`src/rtl/ts_pkg.sv`:
```
// Shared MPEG-2 TS definitions: header field layout, parser states, constants.
package ts_pkg;

    localparam logic [7:0]  SYNC_BYTE  = 8'h47;
    localparam logic [12:0] NULL_PID   = 13'h1FFF;
    localparam int          TS_PKT_LEN = 188;

    localparam logic [1:0] AFC_RESERVED      = 2'b00;
    localparam logic [1:0] AFC_PAYLOAD_ONLY  = 2'b01;
    localparam logic [1:0] AFC_ADAPT_ONLY    = 2'b10;
    localparam logic [1:0] AFC_ADAPT_PAYLOAD = 2'b11;

    typedef struct packed {
        logic        tei;
        logic        pusi;
        logic [12:0] pid;
        logic [1:0]  afc;
        logic [3:0]  cc;
    } ts_hdr_t;

    typedef enum logic [2:0] {
        ST_WAIT,
        ST_H1,
        ST_H2,
        ST_H3,
        ST_EVAL,
        ST_PAYLOAD
    } ts_state_e;

    function automatic logic afc_has_payload(input logic [1:0] afc);
        return (afc == AFC_PAYLOAD_ONLY) || (afc == AFC_ADAPT_PAYLOAD);
    endfunction

endpackage

```
`src/rtl/ts_pid_table.sv`:
```
// Fully associative PID slot table with combinational lookup and one write port.
// The per-slot duplicate flag exists only when TS_CC_DUP_EN is defined.
module ts_pid_table
    import ts_pkg::*;
#(
    parameter int N_PIDS = 8,
    parameter int IDX_W  = (N_PIDS > 1) ? $clog2(N_PIDS) : 1
) (
    input  logic             clk,
    input  logic             rst,
    input  logic             clr,
    input  logic [12:0]      lkp_pid,
    output logic             hit,
    output logic [IDX_W-1:0] hit_idx,
    output logic [3:0]       hit_cc,
`ifdef TS_CC_DUP_EN
    output logic             hit_dup,
    input  logic             wr_dup,
`endif
    output logic             free_avail,
    output logic [IDX_W-1:0] free_idx,
    input  logic             wr_en,
    input  logic [IDX_W-1:0] wr_idx,
    input  logic [12:0]      wr_pid,
    input  logic [3:0]       wr_cc
);

    logic [N_PIDS-1:0] valid_q;
    logic [12:0]       pid_q [N_PIDS];
    logic [3:0]        cc_q  [N_PIDS];
`ifdef TS_CC_DUP_EN
    logic [N_PIDS-1:0] dup_q;
`endif

    // Clear has priority over a coincident write, so a cleared table stays empty.
    always_ff @(posedge clk) begin
        if (!rst || clr) begin
            valid_q <= '0;
`ifdef TS_CC_DUP_EN
            dup_q   <= '0;
`endif
        end else if (wr_en) begin
            valid_q[wr_idx] <= 1'b1;
`ifdef TS_CC_DUP_EN
            dup_q[wr_idx]   <= wr_dup;
`endif
        end
    end

    always_ff @(posedge clk) begin
        if (rst && !clr && wr_en) begin
            pid_q[wr_idx] <= wr_pid;
            cc_q[wr_idx]  <= wr_cc;
        end
    end

    // Descending scan so the lowest free slot is the one reported.
    always_comb begin
        hit        = 1'b0;
        hit_idx    = '0;
        hit_cc     = '0;
        free_avail = 1'b0;
        free_idx   = '0;
`ifdef TS_CC_DUP_EN
        hit_dup    = 1'b0;
`endif
        for (int i = N_PIDS - 1; i >= 0; i--) begin
            if (valid_q[i] && (pid_q[i] == lkp_pid)) begin
                hit     = 1'b1;
                hit_idx = IDX_W'(i);
                hit_cc  = cc_q[i];
`ifdef TS_CC_DUP_EN
                hit_dup = dup_q[i];
`endif
            end
            if (!valid_q[i]) begin
                free_avail = 1'b1;
                free_idx   = IDX_W'(i);
            end
        end
    end

endmodule

```
`src/rtl/ts_cc_monitor.sv`:
```
// TS header parser and continuity-counter monitor with saturating statistics.
// Optional duplicate-packet tolerance is enabled by defining TS_CC_DUP_EN.
module ts_cc_monitor
    import ts_pkg::*;
#(
    parameter int N_PIDS = 8,
    parameter int CNT_W  = 16
) (
    input  logic             clk,
    input  logic             rst,
    input  logic [7:0]       byte_in,
    input  logic             byte_valid,
    input  logic             sof,
    input  logic             stat_clr,
    output logic             hdr_valid,
    output logic [12:0]      pid,
    output logic [3:0]       cc,
    output logic             pusi,
    output logic             cc_error,
    output logic             tei_error,
    output logic             table_full,
    output logic [CNT_W-1:0] pkt_count,
    output logic [CNT_W-1:0] cc_err_count,
    output logic [2:0]       dbg_state
);

    localparam int         IDX_W    = (N_PIDS > 1) ? $clog2(N_PIDS) : 1;
    localparam logic [7:0] IDX_IDLE = 8'(TS_PKT_LEN);

    ts_state_e   state_q, state_d;
    logic [7:0]  idx_q;
    logic        tei_q, pusi_q;
    logic [12:0] pid_q;
    ts_hdr_t     hdr;

    logic start, commit, err, full_set;
    logic hit, free_avail, wr_en;
    logic [IDX_W-1:0] hit_idx, free_idx, wr_idx;
    logic [3:0] hit_cc, wr_cc;
`ifdef TS_CC_DUP_EN
    logic hit_dup, wr_dup;
`endif

    // A sync byte always wins, so it also restarts a packet cut short by a new one.
    assign start     = sof & byte_valid;
    assign commit    = (state_q == ST_H3) && byte_valid && !sof;
    assign dbg_state = state_q;

    always_ff @(posedge clk) begin
        if (!rst) begin
            state_q <= ST_WAIT;
            idx_q   <= IDX_IDLE;
        end else begin
            state_q <= state_d;
            if (start) begin
                idx_q <= 8'd1;
            end else if (byte_valid && (idx_q != IDX_IDLE)) begin
                idx_q <= idx_q + 8'd1;
            end
        end
    end

    always_comb begin
        state_d = state_q;
        if (start) begin
            state_d = ST_H1;
        end else begin
            case (state_q)
                ST_H1:      if (byte_valid) state_d = ST_H2;
                ST_H2:      if (byte_valid) state_d = ST_H3;
                ST_H3:      if (byte_valid) state_d = ST_EVAL;
                ST_EVAL:    state_d = ST_PAYLOAD;
                ST_PAYLOAD: if (idx_q == IDX_IDLE) state_d = ST_WAIT;
                default:    state_d = state_q;
            endcase
        end
    end

    always_ff @(posedge clk) begin
        if (!rst) begin
            tei_q  <= 1'b0;
            pusi_q <= 1'b0;
            pid_q  <= '0;
        end else if (byte_valid && !sof) begin
            if (state_q == ST_H1) begin
                tei_q       <= byte_in[7];
                pusi_q      <= byte_in[6];
                pid_q[12:8] <= byte_in[4:0];
            end else if (state_q == ST_H2) begin
                pid_q[7:0]  <= byte_in;
            end
        end
    end

    // Byte 3 is consumed straight off the bus so the verdict registers with it.
    always_comb begin
        hdr.tei  = tei_q;
        hdr.pusi = pusi_q;
        hdr.pid  = pid_q;
        hdr.afc  = byte_in[5:4];
        hdr.cc   = byte_in[3:0];
    end

    ts_pid_table #(.N_PIDS(N_PIDS), .IDX_W(IDX_W)) u_table (
        .clk        (clk),
        .rst        (rst),
        .clr        (stat_clr),
        .lkp_pid    (pid_q),
        .hit        (hit),
        .hit_idx    (hit_idx),
        .hit_cc     (hit_cc),
`ifdef TS_CC_DUP_EN
        .hit_dup    (hit_dup),
        .wr_dup     (wr_dup),
`endif
        .free_avail (free_avail),
        .free_idx   (free_idx),
        .wr_en      (wr_en),
        .wr_idx     (wr_idx),
        .wr_pid     (pid_q),
        .wr_cc      (wr_cc)
    );

    always_comb begin
        err      = 1'b0;
        full_set = 1'b0;
        wr_en    = 1'b0;
        wr_idx   = hit_idx;
        wr_cc    = hdr.cc;
`ifdef TS_CC_DUP_EN
        wr_dup   = 1'b0;
`endif
        if (commit && !hdr.tei && (hdr.pid != NULL_PID)) begin
            if (hit) begin
                if (afc_has_payload(hdr.afc)) begin
                    wr_en = 1'b1;
                    if (hdr.cc == 4'(hit_cc + 4'd1)) begin
                        err = 1'b0;
`ifdef TS_CC_DUP_EN
                    end else if ((hdr.cc == hit_cc) && !hit_dup) begin
                        wr_dup = 1'b1;
`endif
                    end else begin
                        err = 1'b1;
                    end
                end else if (hdr.cc != hit_cc) begin
                    wr_en = 1'b1;
                    err   = 1'b1;
                end
            end else if (free_avail) begin
                wr_en  = 1'b1;
                wr_idx = free_idx;
            end else begin
                full_set = 1'b1;
            end
        end
    end

    always_ff @(posedge clk) begin
        if (!rst) begin
            hdr_valid    <= 1'b0;
            pid          <= '0;
            cc           <= '0;
            pusi         <= 1'b0;
            cc_error     <= 1'b0;
            tei_error    <= 1'b0;
            table_full   <= 1'b0;
            pkt_count    <= '0;
            cc_err_count <= '0;
        end else begin
            hdr_valid <= commit;
            cc_error  <= err;
            tei_error <= commit & hdr.tei;
            if (commit) begin
                pid  <= hdr.pid;
                cc   <= hdr.cc;
                pusi <= hdr.pusi;
            end
            if (stat_clr) begin
                table_full   <= 1'b0;
                pkt_count    <= '0;
                cc_err_count <= '0;
            end else begin
                if (full_set) table_full <= 1'b1;
                if (commit && (pkt_count != '1)) pkt_count <= pkt_count + 1'b1;
                if (err && (cc_err_count != '1)) cc_err_count <= cc_err_count + 1'b1;
            end
        end
    end

endmodule

```
`config.mk`:
```
export PLATFORM = sky130hd
export DESIGN_NAME = ts_cc_monitor
export DESIGN_NICKNAME = d
export VERILOG_FILES = /design/src/rtl/ts_pkg.sv /design/src/rtl/ts_pid_table.sv /design/src/rtl/ts_cc_monitor.sv
export SDC_FILE = /design/constraint.sdc
export NUM_CORES = 1
export LEC_CHECK = 0
export ABC_AREA = 1
export CORE_AREA = 5 5 143 145
export DETAILED_ROUTE_END_ITERATION = 10
export DIE_AREA = 0 0 148 150
export PLACE_DENSITY = 0.74
export SYNTH_ARGS = -nofsm -noshare
export SYNTH_HDL_FRONTEND = slang
export SYNTH_SLANG_ARGS = --single-unit
```
`constraint.sdc`:
```
create_clock -name clk -period 10.9 [get_ports clk]
set_input_delay 2.18 -clock clk [delete_from_list [all_inputs] [get_ports clk]]
set_output_delay 2.18 -clock clk [all_outputs]
set_load 0.005 [all_outputs]
```
==> impl_metrics.py <==
metrics = {
    "placement": {
        "gp_congestion": 0.914,
        "place_area_sq_mm": 0.0112,
        "port_buffers": 69,
        "post-dp-hpwl_mm": 16.6,
    },
    "synthesis": {
        "ys_seq_area_frac": 0.571,
        "yosys_most_used_dff": "edfxtp_1",
        "synthesis.area_sq_mm": 0.0102,
        "synth-edff-count": 136,
        "synth_seq_cells": 224,
        "yosys-top-cells-area": "edfxtp_1 40%, dfxtp_1 17%, nand2_1 9.2%",
        "synth.distinct_cells": 49,
        "synth_top_area_frac": 0.399,
        "ys_warn_count": 0,
        "syn_inst": 1138,
        "syn_area_per_cell_sq_um": 8.99,
        "synth_fp_nets": 1157,
        "synthArstFlopShare": 0,
        "synth_top_area_cell": "edfxtp_1",
    },
    "clock_tree": {
        "insertion_delay_ns": 0.52,
        "clockBufferDepth": 3,
        "cts_made_buffers": 23,
        "tritoncts": "yes",
        "cts_sinks": 224,
        "cts_root_buf": "clkbuf_16",
        "postCtsSetupBuffers": 0,
        "h-tree-depth": 1,
        "clk_pin_slew_ns": 0.06,
        "cts_hold_buf": 0,
        "cts_resized": 0,
    },
    "route": {
        "wl_mm": 24.8,
        "drt_iter0_drc": 707,
        "drc": 0,
        "via_count": 8062,
        "drt-vias-per-instance": 5.45,
        "dr.pass1.iters": 5,
        "wl_per_cell_um": 16.7,
        "ant_nets": 0,
    },
    "sta": {
        "setup_viol": 0,
        "final_max_slew_viol_count": 0,
        "max_slew_margin": 0.438,
        "final-hold-violation-count": 0,
        "period_minus_slack_ns": 5.16,
        "skew_ns": 0.0184,
        "rsz0062_at_grt": "false",
        "post-route-period-util": 0.473,
        "fin_tns_setup_ns": 0,
        "tightestPinTransition_ns": 0.842,
        "timing.fmax_mhz": 194,
    },
    "hold_path": {
        "hold_path.class": "flip-flop to flip-flop",
        "worstHoldPathCells": 2,
    },
    "pwr": {
        "p_int_w": 0.00136,
        "p_per_area_mw_per_mm2": 146,
        "switchingPower_w": 0.000383,
        "comb_power_share": 0.050,
        "ir_drop_mv": 0.147,
        "p_sw_frac": 0.220,
        "power.leakage_nw": 4.61,
        "seq_power_share": 0.524,
        "power_frac_clock": 0.427,
    },
    "die": {
        "die_h_um": 150,
        "initial_core_util": 0.536,
        "die_area_sq_mm": 0.0222,
        "core_sq_mm": 0.0191,
        "ios": 70,
        "dieWidth_um": 148,
        "rows": 51,
    },
    "worst_setup_path": {
        "crit_path_start_kind": "input port",
        "cp_top_family": "simple AND/OR/NAND/NOR gates",
        "crit_fanout": 13,
        "critPathKind": "input port to flip-flop",
        "worst-endpoint-required_ns": 11.12,
        "cp_num_cells": 10,
        "slowest_delay_ns": 0.69,
        "critPathArrivalTime_ns": 5.38,
        "crit_chain": "clkdlybuf4s50_1 -> inv_1 -> nor2_1 -> nand2_1 -> nor3_1 -> nand3_1 -> a31oi_1 -> nand3_1 -> nor2_1 -> buf_4",
        "worstRegToRegCells": 22,
        "critPathCaptureType": "flip-flop",
        "crit_buf_inv": 3,
        "crit_slowest_cell": "nor3_1",
    },
    "global_route": {
        "grt_pass1_vias": 7668,
        "track_usage": 0.222,
        "antenna_found_initial": 0,
        "grt_pass1_wl_mm": 39.1,
        "grt-ovfl-total": 0,
        "grt_start_max_net_pins": 41,
    },
    "final_layout": {
        "post_route_cells_drive_above_1_share": 0.0911,
        "layout.nets": 1243,
        "fin_area_sq_mm": 0.0119,
        "area.growth.synth_to_final_pct": 16.2,
        "diodes": 0,
    },
    "run": {
        "maxCapViolations": 0,
    },
    "status": {
        "outcome": "finished, final reports clean",
    },
}
## placed cells by master, fill, tap and decap left out, drive strengths merged
cell,count
nand2,263
inv,149
edfxtp,136
nor2,124
o21ai,98
dfxtp,88
clkdlybuf4s50,69
a21oi,62
nand3,44
clkbuf,33
nor3,23
nand4,21
buf,20
o22ai,18
or2,15
xor2,10
nor4,9
clkinv,9
xnor2,8
nand3b,7
a211oi,6
ha,6
a31oi,5
o21a,4
o211ai,3
nor3b,3
o31ai,2
a22o,1
a221oi,1
a21boi,1
or3,1
and2,1
o311ai,1
## worst register-to-register path: cells and delay by family, from the launching register on
kind	cells	cell delay, ns
and+or+nand+nor	19	2.66
DFF	1	0.84
buffers and inverters	3	0.70
## sequential cells by signal (all words and copies together), names as in the netlist, 3 cells and up
| register | cells |
|---|---|
| pid_q | 13 |
| cc | 4 |
| u_table.cc_q | 32 |
| u_table.valid_q | 8 |
| pkt_count | 16 |
| dbg_state | 3 |
| idx_q | 8 |
| pid | 13 |
| u_table.pid_q | 104 |
| cc_err_count | 16 |
## power by group through the flow
stage | logic, W | registers [W] | clock network [W]
after global placement | 0.0000839 | 0.000929 | 0
final | 0.0000865 | 0.000911 | 0.000743
after detailed placement | 0.0000852 | 0.000929 | 0
after floorplan | 0.0000521 | 0.000929 | 0
after CTS | 0.0000859 | 0.000911 | 0.000756
after global routing | 0.0000961 | 0.000911 | 0.000790
## cell families (layout without fill, tap and decap cells)
group	after synthesis	after routing	share of synthesized area
adder cells (fa/ha/maj)	6	6	0.00734
buffers and inverters	177	280	0.0742
flip-flops	224	224	0.571
AO/OA/AOI/OAI	202	202	0.107
XOR/XNOR	18	18	0.0154
AND/OR/NAND/NOR	511	511	0.224
## stage by stage
stage	power [W]	util	cells	hold WS [ns]	setup WS [ns]
6_report	0.00174	0.623	1479	0.462	5.74
5_1_grt	0.00180	0.623	1479	0.484	5.32
4_1_cts	0.00175	0.623	1479	0.463	5.80
3_5_place_dp	0.00101	0.585	1437	0.454	5.27
3_3_place_gp	0.00101	0.585	1437	0.452	5.36
2_1_floorplan	0.000981	-	1138	0.439	6.18
## synth_stat cells (4+ instances only)
| cell type | number |
|---|---|
| nand2_2 | 11 |
| nand2_1 | 250 |
| xnor2_1 | 8 |
| nor4_1 | 8 |
| inv_1 | 132 |
| nor2_4 | 4 |
| o21ai_1 | 6 |
| xor2_1 | 10 |
| a31oi_1 | 5 |
| clkbuf_1 | 10 |
| nand4_1 | 20 |
| nor2_1 | 115 |
| ha_1 | 6 |
| o21ai_0 | 91 |
| nor3_1 | 22 |
| buf_6 | 7 |
| nor2_2 | 5 |
| or2_2 | 11 |
| edfxtp_1 | 136 |
| o22ai_1 | 18 |
| o21a_1 | 4 |
| a211oi_1 | 6 |
| nand3b_1 | 7 |
| nand3_1 | 40 |
| a21oi_1 | 62 |
| buf_4 | 8 |
| dfxtp_1 | 88 |
| inv_2 | 16 |
## path summary, 6_finish.rpt
| kind | slack, ns | endpoint | from |
|---|---|---|---|
| max | 5.74 | u_table.pid_q[4][4] | byte_valid |
| min | 0.46 | cc_err_count[4] | cc_err_count[4] |
| max reg2reg | 6.38 | u_table.pid_q[4][4] | pid_q[3] |
| min reg2reg | 0.46 | cc_err_count[4] | cc_err_count[4] |
## layer usage
metal  global-route usage  up-vias  routed length [um]
met2                0.388      296               11800
met1                0.285     3723               10500
met5                    0        -                   0
met3               0.0357       63                1670
met4               0.0711        0                 745
li1                     -     3980                   -
## area by class of cell
class	count	area, sq um
multi-input cells	737	3620
well taps	238	298
fillers	1570	7190
flip-flops and latches	224	5850
clock inverters	9	57.6
repair buffers	89	841
inverters	149	559
clock buffers	33	664
No activity file was read; power rests on OpenSTA's default activity.
